==> src/rtl/sram_test_seq.sv <==
// Sequencer that runs the data bus, address bus and device SRAM tests in order,
// muxing the active test onto the SRAM controller and guarding each test with a watchdog.
module sram_test_seq #(
   parameter logic [23:0] TIMEOUT_CYCLES = 24'd1_000_000,
   parameter logic [2:0]  SKIP_MASK      = 3'b000
) (
   input  logic        clk,
   input  logic        rst,
   input  logic        start,
   input  logic        ready,
   input  logic [7:0]  data2fpga,
   output logic        mem,
   output logic        rw,
   output logic [19:0] addr,
   output logic [7:0]  data2ram,
   output logic [2:0]  t_en,
   output logic [2:0]  t_ready,
   input  logic [2:0]  t_mem,
   input  logic [2:0]  t_rw,
   input  logic [2:0]  t_done,
   input  logic [2:0]  t_result,
   input  logic [59:0] t_addr,
   input  logic [23:0] t_data2ram,
   output logic        busy,
   output logic        done,
   output logic        pass,
   output logic [1:0]  fail_test,
   output logic        timeout,
   output logic [1:0]  dbg_state_o
);

   typedef enum logic [1:0] {
      S_IDLE = 2'd0,
      S_RUN  = 2'd1,
      S_GAP  = 2'd2,
      S_DONE = 2'd3
   } state_t;

   localparam logic [1:0] FIRST_IDX = !SKIP_MASK[0] ? 2'd0 : (!SKIP_MASK[1] ? 2'd1 : 2'd2);

   state_t      state_q, state_d;
   logic [1:0]  idx_q, idx_d;
   logic [23:0] cnt_q, cnt_d;
   logic        pass_q, pass_d;
   logic [1:0]  fail_q, fail_d;
   logic        timeout_q, timeout_d;

   logic        sel_mem, sel_rw, sel_done, sel_result;
   logic [19:0] sel_addr;
   logic [7:0]  sel_data;
   logic [2:0]  sel_oh;
   logic        has_next;
   logic [1:0]  next_idx;

   // Read data goes straight to the tests; the sequencer never looks at it.
   logic unused_data2fpga;
   assign unused_data2fpga = ^data2fpga;

   always_comb begin
      sel_mem    = t_mem[0];
      sel_rw     = t_rw[0];
      sel_done   = t_done[0];
      sel_result = t_result[0];
      sel_addr   = t_addr[19:0];
      sel_data   = t_data2ram[7:0];
      sel_oh     = 3'b001;
      case (idx_q)
         2'd1: begin
            sel_mem    = t_mem[1];
            sel_rw     = t_rw[1];
            sel_done   = t_done[1];
            sel_result = t_result[1];
            sel_addr   = t_addr[39:20];
            sel_data   = t_data2ram[15:8];
            sel_oh     = 3'b010;
         end
         2'd2: begin
            sel_mem    = t_mem[2];
            sel_rw     = t_rw[2];
            sel_done   = t_done[2];
            sel_result = t_result[2];
            sel_addr   = t_addr[59:40];
            sel_data   = t_data2ram[23:16];
            sel_oh     = 3'b100;
         end
         default: ;
      endcase
   end

   always_comb begin
      has_next = 1'b0;
      next_idx = idx_q;
      if (idx_q == 2'd0 && !SKIP_MASK[1]) begin
         has_next = 1'b1;
         next_idx = 2'd1;
      end else if (idx_q != 2'd2 && !SKIP_MASK[2]) begin
         has_next = 1'b1;
         next_idx = 2'd2;
      end
   end

   always_comb begin
      state_d   = state_q;
      idx_d     = idx_q;
      cnt_d     = cnt_q;
      pass_d    = pass_q;
      fail_d    = fail_q;
      timeout_d = timeout_q;
      case (state_q)
         S_IDLE: begin
            if (start) begin
               if (SKIP_MASK == 3'b111) begin
                  state_d = S_DONE;
                  pass_d  = 1'b1;
                  fail_d  = 2'd3;
               end else begin
                  state_d = S_RUN;
                  idx_d   = FIRST_IDX;
                  cnt_d   = 24'd0;
               end
            end
         end
         S_RUN: begin
            // A finishing test wins over a watchdog expiry in the same cycle.
            if (sel_done) begin
               if (!sel_result) begin
                  state_d   = S_DONE;
                  pass_d    = 1'b0;
                  fail_d    = idx_q;
                  timeout_d = 1'b0;
               end else if (has_next) begin
                  state_d = S_GAP;
               end else begin
                  state_d = S_DONE;
                  pass_d  = 1'b1;
                  fail_d  = 2'd3;
               end
            end else if (cnt_q == TIMEOUT_CYCLES - 24'd1) begin
               state_d   = S_DONE;
               pass_d    = 1'b0;
               fail_d    = idx_q;
               timeout_d = 1'b1;
            end else begin
               cnt_d = cnt_q + 24'd1;
            end
         end
         S_GAP: begin
            state_d = S_RUN;
            idx_d   = next_idx;
            cnt_d   = 24'd0;
         end
         default: ;
      endcase
   end

   always_ff @(posedge clk or posedge rst) begin
      if (rst) begin
         state_q   <= S_IDLE;
         idx_q     <= 2'd0;
         cnt_q     <= 24'd0;
         pass_q    <= 1'b0;
         fail_q    <= 2'd3;
         timeout_q <= 1'b0;
      end else begin
         state_q   <= state_d;
         idx_q     <= idx_d;
         cnt_q     <= cnt_d;
         pass_q    <= pass_d;
         fail_q    <= fail_d;
         timeout_q <= timeout_d;
      end
   end

   // Controller-side outputs follow the active test with no register stage.
   always_comb begin
      mem      = 1'b0;
      rw       = 1'b1;
      addr     = 20'd0;
      data2ram = 8'd0;
      t_en     = 3'b000;
      t_ready  = 3'b000;
      if (state_q == S_RUN) begin
         mem      = sel_mem;
         rw       = sel_rw;
         addr     = sel_addr;
         data2ram = sel_data;
         t_en     = sel_oh;
         t_ready  = sel_oh & {3{ready}};
      end
   end

   assign busy        = (state_q == S_RUN) || (state_q == S_GAP);
   assign done        = (state_q == S_DONE);
   assign pass        = pass_q;
   assign fail_test   = fail_q;
   assign timeout     = timeout_q;
   assign dbg_state_o = state_q;

endmodule

==> config.mk <==
export PLATFORM = sky130hd
export DESIGN_NAME = sram_test_seq
export DESIGN_NICKNAME = d
export VERILOG_FILES = /design/src/rtl/sram_test_seq.sv
export SDC_FILE = /design/constraint.sdc
export NUM_CORES = 1
export LEC_CHECK = 0
export CAP_MARGIN = 0
export CORE_MARGIN = 2
export CORE_UTILIZATION = 30
export CTS_CLUSTER_SIZE = 12
export DETAILED_ROUTE_END_ITERATION = 12
export GPL_TIMING_DRIVEN = 0
export HOLD_SLACK_MARGIN = 0.06
export MAX_ROUTING_LAYER = met4
export PLACE_DENSITY_LB_ADDON = 0.25
export SYNTH_ARGS = -nofsm -noshare
export SYNTH_HDL_FRONTEND = slang
export SYNTH_SLANG_ARGS = --single-unit
export TNS_END_PERCENT = 20
==> constraint.sdc <==
create_clock -name clk -period 3.2 [get_ports clk]
set_input_delay 0.64 -clock clk [delete_from_list [all_inputs] [get_ports clk]]
set_output_delay 0.64 -clock clk [all_outputs]
set_load 0.005 [all_outputs]
* Word level (Yosys, flattened, before mapping) *
Index checks and enable logic that the tools add are counted.

operators by class
  bitwise gates (word level) = 1
  $add $sub $neg = 1
  eq/ne operators = 14
  reductions and logical operators = 11
  mux-type cells = 40

operators by type and width
  cell                     number
  $mux W24                 3
  $pmux W24 S3             1
  $pmux W20 S2             1
  $add A24 B1 Y24 const B  1
  $eq A24 B20 Y1 const B   1
  $mux W2                  10
  $mux W20                 1
  $pmux W8 S2              1
  $mux W1                  13
  $reduce_and A3 Y1        4
  $ne A2 B2 Y1 const B     5
  $ne A3 B3 Y1 const B     3
  $mux W8                  1
  $pmux W1 S2              4
  $eq A2 B2 Y1 const B     3
  $mux W3                  2
  $pmux W2 S3              1
  $pmux W3 S2              1
  $eq A2 B1 Y1 const B     2
  $logic_not A2 Y1         2
  $pmux W2 S2              1
  $reduce_and A4 Y1        1
  $reduce_bool A2 Y1       2
  $and A3 B3 Y3            1
  2 further kinds          2

word-level totals
  bits of input ports = 108
  register bits after elaboration = 32
  logic and storage cells = 73

* Longest topological paths before layout *
  depth after elaboration = 7
  gate-level depth with buffers = 9
  depth with buffers taken out = 7

* Least setup slack after synthesis *
OpenSTA, ideal clock, no wires.

  kind = register to register
  from = register idx_q[0]
  to = register cnt_q[22]
  arrival = 2.453 ns
  path slack = 0.678 ns
  clock period less this slack = 2.522 ns
  data required time = 3.130 ns
  stages on the path, launching flop included = 10
  path through = dfrtp_1 -> inv_1 -> ha_1 -> buf_6 -> a22o_1 -> a21o_1 -> or4_1 -> buf_2 -> or4b_1 -> nand3_1

on the way
  word-level cells in the longest chain between the ends = 4
  elaborated cells on any way between the ends = 5
  those cells by class = eq/ne: 3; mux: 1; reduce/logical: 1

ends and longest elaborated chain
  element                                              RTL line  RTL
  from (decl)                                          42        logic [1:0] idx_q, idx_d;
  from (signal assigned)                               166       idx_q <= idx_d;
  $eq A2 B2 Y1 / $eq A2 B1 Y1 (equally long branches)  67        case (idx_q)
  $pmux W1 S2 (*)                                      67
  $ne A2 B2 Y1 (no line) (*)                           --
  $reduce_and A4 Y1 (no line) (*)                      --
  to (signal assigned)                                 167       cnt_q <= cnt_d;
  to (decl)                                            43        logic [23:0] cnt_q, cnt_d;

Every way passes the cells marked *; elsewhere a longest branch is shown, timed or not.
A chain may end at the register's enable or synchronous reset.

* Worst setup path after layout *
  from = register state_q[1], in the netlist dbg_state_o[1]
  to = output port addr[10]

on the way
  word-level cells in the longest chain between the ends = 2

ends and longest elaborated chain
  element                 RTL line  RTL
  from (decl)             41        state_t state_q, state_d;
  from (signal assigned)  165       state_q <= state_d;
  $eq A2 B1 Y1            182       if (state_q == S_RUN) begin
  $mux W20                182
  to (decl)               14        output logic [19:0] addr,

Every way passes these cells.

==> key figures <==
STA
  • Worst Hold Slack: 0.506 ns
  • Setup_tns: 0 ns
  • Final setup fails: 0
  • Final Max Tran Viols: 0
  • Final Cycle Share: 96.0%
  • Final hold viol count: 0
  • RSZ-0062 raised after global routing: no
  • Slew @ Worst Pin: 0.777 ns
  • F_max: 326 MHz
  • Setup WS post-layout: 0.128 ns
  • Final min period: 3.07 ns
  • Worst slew margin: 48.0%
  • Layout Skew: 0.00882 ns

Placed design
  • Area after DPL: 4380 µm²
  • Hpwl dp: 8140 µm
  • RD Place Congestion: 0.954
  • Input/output buffers: 143
  • Placed cells: 601
  • Pre-CTS WS: -0.142 ns

Route
  • Detail Route Antenna Nets: 0
  • Drt first pass iters: 5
  • Avg Vias per Cell: 5.59
  • Final wirelength: 10600 µm
  • Routed vias: 3393
  • DRC Markers: 0
  • Average wire per cell in the routed design: 17.4 µm
  • Number of DRC markers in iteration 0: 176

Setup path
  • Highest-delay cell along the critical path: clkdlybuf4s50_1
  • Critical path fanouts, max: 10
  • CP required: 2.56 ns
  • Crit path max-delay family: buffers and inverters
  • Critical Path End Type: output pin
  • CP arrival: 2.43 ns
  • Crit path launch type: register
  • Cell mode on critical path: buf_2
  • Slowest stage delay, CP: 0.50 ns
  • Crit-path cells: inv_1, ha_2, buf_2, buf_2, o211a_1, clkdlybuf4s50_1
  • Worst path bufs/invs: 4
  • Type of the worst setup path: register to output pin

Global route
  • Grt met3 use: 2.84%
  • Met2 Use GR: 31.9%
  • Global-route wire length before repair: 16200 µm
  • Grt ovf: 0
  • GRT Total Usage: 20.4%
  • Pin count of the biggest net entering global routing: 33
  • Initial antenna violation count: 0
  • Grt peak-use layer: met2
  • Vias in the first global route: 3213
  • M1 GR Usage: 28.4%

Synthesis
  • Post-synth ARST share: 100%
  • Number of synthesized flops with an enable pin: 0
  • Ys flop type: dfrtp_1
  • Syn_area_per_cell: 8.09 µm²
  • Sequential share of the synthesized area: 28.6%
  • Top cell type by total area after synthesis: dfrtp_1
  • Syn Std Cell Area: 2810 µm²
  • Post-synth top cells: 59 x nand2_1, 30 x a22oi_1, 30 x dfrtp_1, 30 x o211a_1, 24 x clkbuf_1
  • Post-synthesis xor/xnor area fraction: 0.624%
  • Main combinational cell family by area after synthesis: compound AO/OA/AOI/OAI gates
  • Simple-Gate Fraction of Synth Area: 24.7%
  • Synth warnings: 0
  • Synth top area cells: dfrtp_1 27%, o211a_1 11%, a22oi_1 8.0%
  • Post-Synthesis Cells: 347
  • Top cell type's share of synthesized area: 26.7%
  • Count of cell types in the netlist: 48
  • Most frequent cell after synthesis: nand2_1
  • Synth Register Bits: 32
  • Synth Area in Adders: 4.01%
  • Syn_nets: 464
  • Post-synthesis mux area share: 2.36%
  • Compound-Gate Fraction of Synth Area: 33.8%

Clock network
  • CTS Buffer Depth: 2
  • Hold buffers post-CTS: 0
  • Post-CTS setup buffers: 0
  • Clock transition at path regs: 0.07 ns
  • TritonCTS Buffers: 5
  • Root buf cell: clkbuf_8
  • Clock tree sinks: 32
  • Clk Latency, worst-skew pair: 0.29 ns
  • CTS tree: built
  • CTS HTree Levels: 2

Power
  • Leakage Power: 2.02 nW
  • Total power draw: 4.13 mW
  • Max IR drop VDD: 0.000609 V
  • Pwr/cell area: 912 nW/µm²

Floorplanning
  • Io pins: 152
  • Die width: 101 µm
  • Die height: 101 µm
  • Starting Density: 30.7%
  • Row cnt: 35
  • Core area: 9150 µm²
  • DIE AREA: 10100 µm²

Hold path
  • Min-delay worst type: register to register

Layout
  • Final Util: 49.5%
  • Synth-to-Final Area Change: 61.3%
  • Final nets: 612
  • Filler cells: 890
  • Layout cell share with drive strength beyond 1: 8.06%
  • Antenna Cells: 0
  • Final Instance Area: 4530 µm²
  • Non-Filler Instances: 607

Job
  • Max-Cap Viols: 0

Run status
  • Status: finished clean
worst min-delay path, delay by kind of cell, from the launching register on:
family | cells | cell delay, ns
AO/OA/AOI/OAI | 2 | 0.13
flip-flops | 1 | 0.34
power breakdown:
part | internal, mW | leakage (nW) | total [mW] | switching (mW)
Clock | 0.231 | 0.0552 | 0.394 | 0.162
Combinational | 1.59 | 1.54 | 3.20 | 1.61
Sequential | 0.480 | 0.428 | 0.541 | 0.0613
Total | 2.30 | 2.02 | 4.13 | 1.83
worst paths after layout:
kind,startpoint,to,slack (ns),depth (start not counted)
min in group asynchronous,rst,cnt_q[4]$_DFFE_PP0P_,0.64,2
setup reg to reg,idx_q[0]$_DFFE_PP0P_,cnt_q[23]$_DFFE_PP0P_,0.35,8
hold / removal,timeout$_DFFE_PP0P_,timeout$_DFFE_PP0P_,0.51,2
setup / recovery,dbg_state_o[1]$_DFFE_PP0P_,addr[10],0.13,6
max in group asynchronous,rst,fail_test[0]$_DFFE_PP1P_,2.05,3
hold reg to reg,timeout$_DFFE_PP0P_,timeout$_DFFE_PP0P_,0.51,2
registers in the layout, indices dropped and copies added (netlist names):
| signal | cells |
|---|---|
| cnt_q | 24 |
| dbg_state_o | 2 |
| fail_test | 2 |
| idx_q | 2 |
| pass | 1 |
| timeout | 1 |
placed cells by master (no fill, tap or decap), types with 6 or more instances in the layout:
master	instances
clkdlybuf4s50_1	143
nand2_1	59
a22oi_1	30
o211a_1	30
dfrtp_1	30
nor2_1	17
clkbuf_2	14
nand3_1	14
a22o_1	11
nand4_1	10
clkbuf_1	9
or4_1	9
o211ai_1	9
a21oi_1	8
inv_1	7
and3_1	7
ha_1	7
buf_2	6
o21ai_0	6
cell type report:
| class | instances | area [µm²] | share of cell area [%] |
|---|---|---|---|
| Tap cell | 111 | 139 | 3.07 |
| Buffer | 30 | 145 | 3.21 |
| Clock buffer | 6 | 72.6 | 1.60 |
| Inverter | 8 | 30.0 | 0.663 |
| Timing Repair Buffer | 144 | 1460 | 32.2 |
| Clock inverter | 2 | 35.0 | 0.774 |
| Sequential cell | 32 | 803 | 17.7 |
| Multi-Input combinational cell | 274 | 1840 | 40.7 |
routing by layer:
metal	wire length [µm]	vias to the layer above
li1	-	1628
met1	4840	1653
met2	5170	103
met3	447	9
met4	95	0
met5	0	-
timing repair:
item / 4_1_cts / 5_1_grt
endpoints found under the setup margin: 36 / 30
cloned: 0 / 0
gates resized for setup: 11 / 16
cells by family after synthesis:
logic type / Yosys count
muxes: 6
AOI/OAI and AO/OA: 117
xor gates and xnor gates: 2
and+or+nand+nor: 140
buffers and inverters: 41
DFF: 32
adders and majority gates: 9
Power figures use the tool's default switching activity.
